`config.mk`:
```
export PLATFORM = sky130hd
export DESIGN_NAME = div_unit
export DESIGN_NICKNAME = d
export VERILOG_FILES = /design/src/rtl/div_pkg.sv /design/src/rtl/div_signfix.sv /design/src/rtl/div_unit.sv
export SDC_FILE = /design/constraint.sdc
export NUM_CORES = 1
export LEC_CHECK = 0
export BUFFER_PORTS_ARGS = -buffer_cell sky130_fd_sc_hd__buf_2
export CAP_MARGIN = 20
export CORE_MARGIN = 10
export CORE_UTILIZATION = 38
export DETAILED_ROUTE_END_ITERATION = 8
export SLEW_MARGIN = 20
export SYNTH_ARGS = -nofsm -noshare
export SYNTH_HDL_FRONTEND = slang
export SYNTH_SLANG_ARGS = --single-unit
```
`constraint.sdc`:
```
create_clock -name clk -period 5.4 [get_ports clk]
set_input_delay 0.27 -clock clk [delete_from_list [all_inputs] [get_ports clk]]
set_output_delay 0.27 -clock clk [all_outputs]
set_load 0.02 [all_outputs]
```
`src/rtl/div_pkg.sv`:
```
// Shared types and constants for the radix-2 restoring divider.
// Holds the FSM encoding, datapath widths and divide-by-zero quotient.
package div_pkg;

  localparam int DIV_WIDTH = 32;
  localparam int DIV_CNT_W = 6;

  // Magnitude quotient when the divisor is zero: every trial
  // subtraction of zero succeeds, so every quotient bit is set.
  localparam logic [DIV_WIDTH-1:0] DIV_ZERO_QUO = '1;

  typedef enum logic [1:0] {
    IDLE = 2'b00,
    DIV  = 2'b01,
    DONE = 2'b10
  } div_state_e;

endpackage

```
`src/rtl/div_signfix.sv`:
```
// Conditional two's-complement negate: abs on input, sign restore on output.
// Ports: val_i value, neg_i negate when high, res_o result.
module div_signfix #(
  parameter int WIDTH = 32
) (
  input  logic [WIDTH-1:0] val_i,
  input  logic             neg_i,
  output logic [WIDTH-1:0] res_o
);

  assign res_o = neg_i ? ('0 - val_i) : val_i;

endmodule

```
`src/rtl/div_unit.sv`:
```
// EX-stage multi-cycle restoring divider: LO=quotient, HI=remainder.
// Ports: clk, rst (async active-low), opdata1/opdata2 operands,
// div_valid/signed_div/annul controls, div_stall, div_done, lo_out, hi_out.
// Optional DIV_ZERO_FAST_EN: zero divisor completes one cycle after start.
module div_unit
  import div_pkg::*;
#(
  parameter int WIDTH = DIV_WIDTH,
  parameter int ITER  = WIDTH
) (
  input  logic             clk,
  input  logic             rst,
  input  logic [WIDTH-1:0] opdata1,
  input  logic [WIDTH-1:0] opdata2,
  input  logic             div_valid,
  input  logic             signed_div,
  input  logic             annul,
  output logic             div_stall,
  output logic             div_done,
  output logic [WIDTH-1:0] lo_out,
  output logic [WIDTH-1:0] hi_out
);

  localparam logic [DIV_CNT_W-1:0] LAST =
    DIV_CNT_W'(ITER - 1);

  div_state_e state_q, state_d;
  logic [DIV_CNT_W-1:0] cnt_q, cnt_d;
  logic [WIDTH-1:0] rem_q, rem_d;
  logic [WIDTH-1:0] quo_q, quo_d;
  logic [WIDTH-1:0] dvs_q, dvs_d;
  logic negq_q, negq_d;
  logic negr_q, negr_d;
  logic [WIDTH-1:0] lo_q, lo_d;
  logic [WIDTH-1:0] hi_q, hi_d;

  logic [WIDTH-1:0] a_mag, b_mag;
  logic [WIDTH-1:0] q_fix, r_fix;
  logic [WIDTH:0]   sh;
  logic [WIDTH-1:0] trial;
  logic             ge;
  logic [WIDTH-1:0] rem_it, quo_it;

  div_signfix #(.WIDTH(WIDTH)) u_abs_a (
    .val_i (opdata1),
    .neg_i (signed_div & opdata1[WIDTH-1]),
    .res_o (a_mag)
  );

  div_signfix #(.WIDTH(WIDTH)) u_abs_b (
    .val_i (opdata2),
    .neg_i (signed_div & opdata2[WIDTH-1]),
    .res_o (b_mag)
  );

  div_signfix #(.WIDTH(WIDTH)) u_fix_q (
    .val_i (quo_d),
    .neg_i (negq_d),
    .res_o (q_fix)
  );

  div_signfix #(.WIDTH(WIDTH)) u_fix_r (
    .val_i (rem_d),
    .neg_i (negr_d),
    .res_o (r_fix)
  );

  // Shifted partial remainder needs WIDTH+1 bits; when it is
  // >= divisor the difference fits back into WIDTH bits.
  assign sh     = {rem_q, quo_q[WIDTH-1]};
  assign ge     = (sh >= {1'b0, dvs_q});
  assign trial  = sh[WIDTH-1:0] - dvs_q;
  assign rem_it = ge ? trial : sh[WIDTH-1:0];
  assign quo_it = {quo_q[WIDTH-2:0], ge};

  always_comb begin
    state_d = state_q;
    cnt_d   = cnt_q;
    rem_d   = rem_q;
    quo_d   = quo_q;
    dvs_d   = dvs_q;
    negq_d  = negq_q;
    negr_d  = negr_q;
    lo_d    = lo_q;
    hi_d    = hi_q;
    unique case (state_q)
      IDLE: begin
        if (div_valid && !annul) begin
          rem_d   = '0;
          quo_d   = a_mag;
          dvs_d   = b_mag;
          cnt_d   = '0;
          negq_d  = signed_div &
                    (opdata1[WIDTH-1] ^ opdata2[WIDTH-1]);
          negr_d  = signed_div & opdata1[WIDTH-1];
          state_d = DIV;
`ifdef DIV_ZERO_FAST_EN
          if (opdata2 == '0) begin
            quo_d   = WIDTH'(DIV_ZERO_QUO);
            rem_d   = a_mag;
            state_d = DONE;
          end
`endif
        end
      end
      DIV: begin
        rem_d = rem_it;
        quo_d = quo_it;
        cnt_d = cnt_q + 1'b1;
        if (cnt_q == LAST) begin
          cnt_d   = '0;
          state_d = DONE;
        end
      end
      DONE: state_d = IDLE;
      default: state_d = IDLE;
    endcase
    if (annul) state_d = IDLE;
    // Results are registered on entry to DONE so they are
    // valid during the div_done cycle and held afterwards.
    if (state_d == DONE) begin
      lo_d = q_fix;
      hi_d = r_fix;
    end
  end

  always_ff @(posedge clk or negedge rst) begin
    if (!rst) begin
      state_q <= IDLE;
      cnt_q   <= '0;
      rem_q   <= '0;
      quo_q   <= '0;
      dvs_q   <= '0;
      negq_q  <= 1'b0;
      negr_q  <= 1'b0;
      lo_q    <= '0;
      hi_q    <= '0;
    end else begin
      state_q <= state_d;
      cnt_q   <= cnt_d;
      rem_q   <= rem_d;
      quo_q   <= quo_d;
      dvs_q   <= dvs_d;
      negq_q  <= negq_d;
      negr_q  <= negr_d;
      lo_q    <= lo_d;
      hi_q    <= hi_d;
    end
  end

  assign div_stall = div_valid & ~annul & (state_q != DONE);
  assign div_done  = (state_q == DONE);
  assign lo_out    = lo_q;
  assign hi_out    = hi_q;

endmodule

```
* Word level (Yosys, flattened, before mapping) *
Cells that the tools add are included.

operators by class
  add/subtract/negate cells = 6
  equal/unequal tests = 6
  reductions and logical operators = 6
  magnitude comparators = 1
  multiplexer cells = 20
  bitwise gates (word level) = 7

operator list
  kind                                                  count
  2-to-1 mux 32 bit                                     7
  one-hot mux 32 bit (2 select lines)                   2
  subtractor 1 x 32 -> 32 bit (first input constant)    4
  greater-or-equal comparator 33 x 32 -> 1 bit          1
  subtractor 32 bit                                     1
  2-to-1 mux 6 bit                                      2
  one-hot mux 6 bit (2 select lines)                    1
  adder 6 x 1 -> 6 bit (second input constant)          1
  equality test 6 x 5 -> 1 bit (second input constant)  1
  2-to-1 mux 2 bit                                      3
  bitwise AND 1 bit                                     5
  equality test 2 bit (second input constant)           2
  2-to-1 mux 1 bit                                      4
  inequality test 2 bit (second input constant)         2
  one-hot mux 2 bit (2 select lines)                    1
  AND reduction 2 bit                                   2
  equality test 2 x 1 -> 1 bit (second input constant)  1
  logical NOT 2 bit                                     1
  nonzero test 2 bit                                    1
  logical AND 1 bit                                     1
  logical NOT 1 bit                                     1
  NOT 1 bit                                             1
  bitwise XOR 1 bit                                     1

word-level totals
  input port bits = 69
  register bits = 170
  output and inout bits = 66
  logic and storage cells = 55

* Longest topological paths before layout *
Gate-level depths: netlist of the first run.

  depth after elaboration = 6
  gate-level depth with buffers = 20
  depth with buffers taken out = 16

* Hierarchy *
A second synthesis of the first run with hierarchy kept.

unflattened totals
  cells, all modules = 1,436
  area total of the unflattened synthesis = 11,976.5 sq um

modules (own cells, without submodules)
  module                      times used  cells each  area each (sq um)
  div_unit                    1           1,013       8,927.3
  div_signfix at u_abs_a ...  3           108         767.0
  div_signfix at u_fix_r      1           99          748.2

* Worst setup path before layout of the first run *
Ideal clock, no wire load.

  kind = register to register
  start = register rem_q[0]
  end = register lo_q[30], in the netlist lo_out[30]
  buffers on the path = 3
  library setup time = 0.135 ns
  data arrival time = 4.086 ns
  required time = 5.265 ns
  cell stages (with the launch flop) = 19
  path slack = 1.180 ns
  cell sequence = dfrtp_1 ha_1 nor2b_1 o2111ai_1 a211oi_2 o21a_1 buf_6 buf_6 o21ai_1 clkbuf_1 and2_1 ha_1 and2_1 and4_1 nor4b_1 nand3_1 o31ai_1 xor2_1 o21ai_0

between the ends
  cells in the longest elaborated chain, start to end = 4

ends and longest elaborated chain
  item                                          RTL line           RTL
  start, declared                               div_unit.sv:29     logic [WIDTH-1:0] rem_q, rem_d;
  start signal, assigned                        div_unit.sv:141    rem_q <= rem_d;
  greater-or-equal comparator 33 x 32 -> 1 bit  div_unit.sv:71     assign ge = (sh >= {1'b0, dvs_q});
  one-hot mux 32 bit (2 select lines)           div_unit.sv:86     unique case (state_q)
  subtractor 1 x 32 -> 32 bit                   div_signfix.sv:11  assign res_o = neg_i ? ('0 - val_i) : val_i;
  2-to-1 mux 32 bit                             div_signfix.sv:11
  end signal, assigned                          div_unit.sv:146    lo_q <= lo_d;
  end, declared                                 div_unit.sv:34     logic [WIDTH-1:0] lo_q, lo_d;

Every way passes these cells.
A chain may end at the register's enable or synchronous reset.

* Worst setup path in the final report of the first run *
  start = register rem_q[21]
  end = register hi_q[26], in the netlist hi_out[26]

between the ends
  cells in the longest elaborated chain, start to end = 5

ends and longest elaborated chain
  item                                          RTL line           RTL
  greater-or-equal comparator 33 x 32 -> 1 bit  div_unit.sv:71
  2-to-1 mux 32 bit                             div_unit.sv:73     assign rem_it = ge ? trial : sh[WIDTH-1:0];
  one-hot mux 32 bit (2 select lines)           div_unit.sv:86
  net rem_d[7]                                  div_unit.sv:29
  subtractor 1 x 32 -> 32 bit                   div_signfix.sv:11
  2-to-1 mux 32 bit                             div_signfix.sv:11
  end signal, assigned                          div_unit.sv:147    hi_q <= hi_d;
  end, declared                                 div_unit.sv:35     logic [WIDTH-1:0] hi_q, hi_d;

The timed path passes the listed nets, and every way through them passes these cells.

==> metrics, run 1 <==
average wire per standard cell=19.7 um; sequential fraction of the synthesis area=0.362; Site Rows=64; WS Path Type=flop to flop; Slowest-stage cell, CP=or4_4; Synth area leader=dfrtp_1; Worst Path Required=5.78 ns; largest net degree at the start of global routing=74; final setup margin=0.451 ns; synthesized area per cell=8.31 um^2; largest family of logic cells by synthesized area=compound AO/OA/AOI/OAI gates; status=finished, final reports clean; DRC viols=0; Synthesis Warnings=0; CP arrival=5.33 ns; first-pass GRT wire length=61300 um; antenna-violating nets left=0; DPL Wire Length=29400 um; slew margin rel.=0.385; number of global-route vias before repair=10800; combinational share of power=0.496; switching power=2.52 mW; Max-Cap Viols=0; Crit path max-delay family=simple AND/OR/NAND/NOR gates; Clock Pin Slew Worst Setup and Hold Paths=0.07 ns; Unique masters post-synth=91; Hold Startpoint=annul; post-synth top area share=0.362; dominant cells by area after synthesis=dfrtp_1, nand2_1, o21ai_0; area post-placement=13000 um^2; EDFF count, synth=0; CP peak stage delay=0.60 ns; first-pass iteration count of the detailed router=5; Buf+Inv Stages, Crit Path=1; port bufs=134; clock latency on the worst-skew pair=0.45 ns; Compound-Gate Fraction of Synth Area=0.251; period utilization=0.917; Fmax=0.202 GHz; post-synthesis mux area share=0.00521; Critical Path End Type=flop; Hold Path Stages=2; Power Density=415 nW/um^2; RR Endpoint=hi_out[26]; Setup TNS=0 ns; Post-Syn Nets=1523; Area Overhead vs Synth=15.2%; Die Ht=196 um; Inserted Clock Buffers=17; Worst Skew=0.0150 ns; XOR/XNOR share of the synthesized area=0.0908; ant diodes=0; Clock Root Buffer=clkbuf_16; clock sinks=170; reg2reg start=rem_q[21]; CTS tree=yes; Slew @ Worst Pin=0.915 ns; GP Congestion=0.907; final core occ=0.443; synthesis-stage register bit count=170; initial core utilization=0.385; Critical Path, Cell by Cell=ha_1 > nand3_1 > nor4_1 > a211oi_1 > o31ai_4 > buf_4 > nor3_1 > a311o_1 > or4_4 > nor2b_1 > nand3_2 > or4_1 > nand3_1; Initial DRC Count=778; RSZ-0062 raised after global routing=no; Setup Buffers After CTS=0; DR vias/cell=5.65; Post-synth ARST share=1.00; cells after synthesis=1416; final setup fails=0; final-report hold violation count=0; worst min path class=primary input to flop; Place WS=0.503 ns; clk buf depth=2; Pleak=6.04 nW; Total Power=5.62 mW; Crit path top cell by count=nand3_1; Die Width=196 um; Hold-fix buffers, CTS=1; crit-path max FO=11; FF-to-FF setup slack=0.45 ns; Reg power frac=0.285; Synth Area in Simple Gates=0.199; sw frac=0.448; Post-Syn Area=11800 um^2; H-tree levels=4; Layout Nets=1645; post_cts resized=0; I/O pin count=135; GRT Residual Overflow=0; Worst VDD drop=0.000305 V; via count=11000; cells on worst reg2reg path=13; Core ar.=30600 um^2; part of the power in the clock network=0.219; GRT Total Usage=0.197; initial antenna violation count=0; crit path time final=4.95 ns; final WL=38300 um; layout cell share with drive strength beyond 1=0.160; Pint=3.11 mW; type of origin of the critical path=flop; top_reg_cell synth=dfrtp_1; Final Max Tran Viols=0; hold endpoint=state_q[0]; final instance area=13500 um^2; post-synthesis adder-cell area fraction=0.0411; die area=38400 um^2
-- logic make-up (layout without fill, tap and decap cells) --
logic type | after synthesis | after routing
buf+inv | 150 | 285
compound gates | 446 | 446
fa+ha+maj | 38 | 38
xor+xnor | 122 | 122
simple gates | 484 | 484
flops | 170 | 170
mux | 6 | 6
-- registers in the layout, summed over array words and instances, names as in the netlist --
signal / count
dvs_q: 32
lo_out: 32
quo_q: 32
rem_q: 32
state_q: 2
negr_q: 1
cnt_q: 6
negq_q: 1
hi_out: 32
-- worst max path at each step --
stage	from	end	slack (ns)	cells after the start
2_1_floorplan	rem_q[0]	lo_out[30]	1.18	18
3_3_place_gp	rem_q[28]	hi_out[24]	0.56	14
3_5_place_dp	rem_q[21]	hi_out[26]	0.50	13
4_1_cts	rem_q[21]	hi_out[26]	0.47	13
5_1_grt	rem_q[21]	hi_out[24]	0.17	13
6_report	rem_q[21]	hi_out[26]	0.45	13
-- metal layers --
| layer | up-vias | track usage | share of wire |
|---|---|---|---|
| met2 | 402 | 0.310 | 0.45 |
| met4 | 0 | 0.0472 | 0.015 |
| li1 | 5386 | - | - |
| met1 | 5189 | 0.275 | 0.46 |
| met5 | - | 0 | 0 |
| met3 | 30 | 0.0336 | 0.068 |
-- cell usage after synthesis, types with 10 or more instances --
master / instances
nor3_1: 42
nand3_1: 36
a22oi_1: 14
xor2_1: 63
nor4_1: 10
o31ai_1: 36
nand2b_1: 12
dfrtp_1: 170
o21a_1: 16
nand4_1: 17
a32oi_1: 11
or3_1: 16
and2_1: 12
o211ai_1: 14
buf_1: 12
o41ai_1: 13
xnor2_1: 59
nand2_1: 190
o22ai_1: 13
ha_1: 37
o21ai_0: 141
clkbuf_1: 50
a21oi_1: 74
nor2_1: 94
inv_1: 72
a31oi_1: 11
-- power by group through the flow --
stage          registers, mW  clock network [mW]  logic [mW]
6_report                1.60                1.23        2.79
5_1_grt                 1.63                1.32        3.08
4_1_cts                 1.60                1.26        2.76
3_5_place_dp            1.62                   0        2.75
3_3_place_gp            1.61                   0        2.76
2_1_floorplan           1.60                   0        1.92
-- stage by stage --
stage	cells	hold slack, ns
after CTS	1947	0.0594
after global routing	1947	0.0699
after floorplan	1416	-0.0256
final	1947	0.0694
after global placement	1914	0.275
after detailed placement	1914	0.273
-- layout by cell type (no fill, tap or decap), drive strengths merged, types with 9 or more instances in the layout --
master	Yosys	routed
a21oi	79	79
a22oi	14	14
a31oi	11	11
a32oi	11	11
and2	12	12
buf	23	175
clkbuf	50	20
dfrtp	170	170
ha	37	37
inv	74	80
nand2	192	192
nand2b	12	12
nand3	37	37
nand4	17	17
nor2	94	94
nor3	42	42
nor4	15	15
o211ai	14	14
o21a	16	16
o21ai	148	148
o22ai	13	13
o31ai	37	37
o41ai	13	13
or3	16	16
or4	9	9
xnor2	59	59
xor2	63	63
-- layout make-up --
type / count / area [um^2]
inverter: 77 / 289
sequential: 170 / 4250
tap: 396 / 495
multi-input combinational: 1096 / 6940
clock inverter: 12 / 105
fill: 3103 / 17000
clock buffer: 20 / 467
timing repair buffer: 176 / 995
No activity file was read; power rests on OpenSTA's default activity.
==> run 2, diff against run 1 <==
Clock period 5.4 ns to 6.4 ns, I/O delays scaled along.
==> metrics, run 2 (same netlist as run 1, synthesis figures left out) <==
status=complete, but fails checks; failing checks=hold timing; Place WS=1.15 ns; WS Path Type=flop to flop; port bufs=134; part of the power in the clock network=0.229; via count=11000; clock latency on the worst-skew pair=0.45 ns; Clock Root Buffer=clkbuf_16; crit-path max FO=20; Site Rows=64; Setup Buffers After CTS=0; Pint=2.57 mW; Die Ht=196 um; initial antenna violation count=0; layout cell share with drive strength beyond 1=0.147; # fillers=3107; Power Density=347 nW/um^2; Buf+Inv Stages, Crit Path=2; Worst Skew=0.0166 ns; Critical Path End Type=flop; first-pass GRT wire length=59400 um; ant diodes=0; final-report hold violation count=8; period utilization=0.836; Final Max Tran Viols=0; DPL Wire Length=28200 um; worst hold slack=-0.0294 ns; Core ar.=30600 um^2; worst min path class=primary input to async pin; H-tree levels=4; Inserted Clock Buffers=17; RSZ-0062 raised after global routing=no; largest net degree at the start of global routing=102; Reg power frac=0.292; Crit path max-delay family=simple AND/OR/NAND/NOR gates; switching power=2.08 mW; sw frac=0.447; Initial DRC Count=859; DR vias/cell=5.72; commonest non-fill, non-tap cell in the layout=nand2_1; clk buf depth=2; GRT Total Usage=0.190; final setup margin=1.05 ns; Layout Nets=1623; Max-Cap Viols=0; final setup fails=0; Slew @ Worst Pin=0.967 ns; Pleak=5.93 nW; Setup TNS=0 ns; type of origin of the critical path=flop; DRC viols=0; final instance area=13400 um^2; antenna-violating nets left=0; area post-placement=12800 um^2; register area=4250 um^2; Slowest-stage cell, CP=or4_1; GP Congestion=0.922; Worst VDD drop=0.000220 V; CP peak stage delay=0.55 ns; post_cts resized=0; footprint of the multi-input gates=6940 um^2; number of global-route vias before repair=10700; initial core utilization=0.385; Fmax=0.187 GHz; first-pass iteration count of the detailed router=7; final WL=37500 um; die area=38400 um^2; Hold-fix buffers, CTS=0; Critical Path, Cell by Cell=ha_1 > a21oi_1 > o21ai_0 > a22o_1 > o21a_1 > or2_1 > buf_4 > a221oi_1 > ha_1 > inv_1 > nor3_1 > nor2b_1 > nand3_2 > or4_1 > nand3_1; Die Width=196 um; GRT Residual Overflow=0; crit path time final=5.35 ns; CTS tree=yes; Crit path top cell by count=ha_1; slew margin rel.=0.356; Clock Pin Slew Worst Setup and Hold Paths=0.08 ns; most frequent cells in the layout=nand2_1, dfrtp_1, o21ai_0; clock sinks=170; CP arrival=5.73 ns; I/O pin count=135; combinational share of power=0.479; Area Overhead vs Synth=13.8%; average wire per standard cell=19.5 um; Worst Path Required=6.78 ns
==> run 2: cell count changes in the layout (fill, tap and decap cells not counted), sizes merged <==
cell         before  now
buf             175  154
inv              80   83
clkbuf           20   18
bufinv            0    1
clkinv            6    5
clkinvlp          3    2
dlygate4sd3       1    0
==> run 2: power by group through the flow <==
| stage | logic (mW) | registers (mW) | clock network [mW] |
|---|---|---|---|
| 5_1_grt | 2.47 | 1.38 | 1.13 |
| 2_1_floorplan | 1.62 | 1.35 | 0 |
| 3_3_place_gp | 2.20 | 1.37 | 0 |
| 4_1_cts | 2.22 | 1.35 | 1.08 |
| 6_report | 2.23 | 1.36 | 1.06 |
| 3_5_place_dp | 2.20 | 1.37 | 0 |
==> run 2: layer usage <==
metal  GRT usage  routed length [um]
met5           0                   0
met4      0.0475                 476
met3      0.0298                2250
met2       0.301               17100
met1       0.265               17700
==> run 2: layout make-up <==
| cell class | instances | share of cell area |
|---|---|---|
| Multi-Input combinational cell | 1096 | 0.518 |
| Sequential cell | 170 | 0.318 |
| Clock buffer | 18 | 0.0321 |
| Timing Repair Buffer | 154 | 0.0618 |
| Tap cell | 396 | 0.0370 |
| Clock inverter | 14 | 0.0113 |
| Inverter | 77 | 0.0216 |
==> run 2: worst paths after layout <==
check                           from         end  slack (ns)  cells after the start
min reg2reg                 dvs_q[6]    dvs_q[6]        0.48                      2
min                              rst  lo_out[10]       -0.03                      1
min in group clk               annul  state_q[0]        0.13                      2
max in group asynchronous        rst   rem_q[13]        4.85                      2
max                        rem_q[11]  hi_out[26]        1.05                     15
max reg2reg                rem_q[11]  hi_out[26]        1.05                     15
==> run 2: through the flow <==
| stage | cells | total power [mW] | util | hold slack, ns |
|---|---|---|---|---|
| 6_report | 1925 | 4.65 | 0.437 | -0.0294 |
| 5_1_grt | 1925 | 4.97 | 0.437 | 0.0664 |
| 4_1_cts | 1925 | 4.65 | 0.437 | 0.0325 |
| 3_5_place_dp | 1893 | 3.57 | 0.418 | 0.466 |
| 3_3_place_gp | 1893 | 3.57 | 0.418 | 0.455 |
| 2_1_floorplan | 1416 | 2.97 | - | 0.0244 |
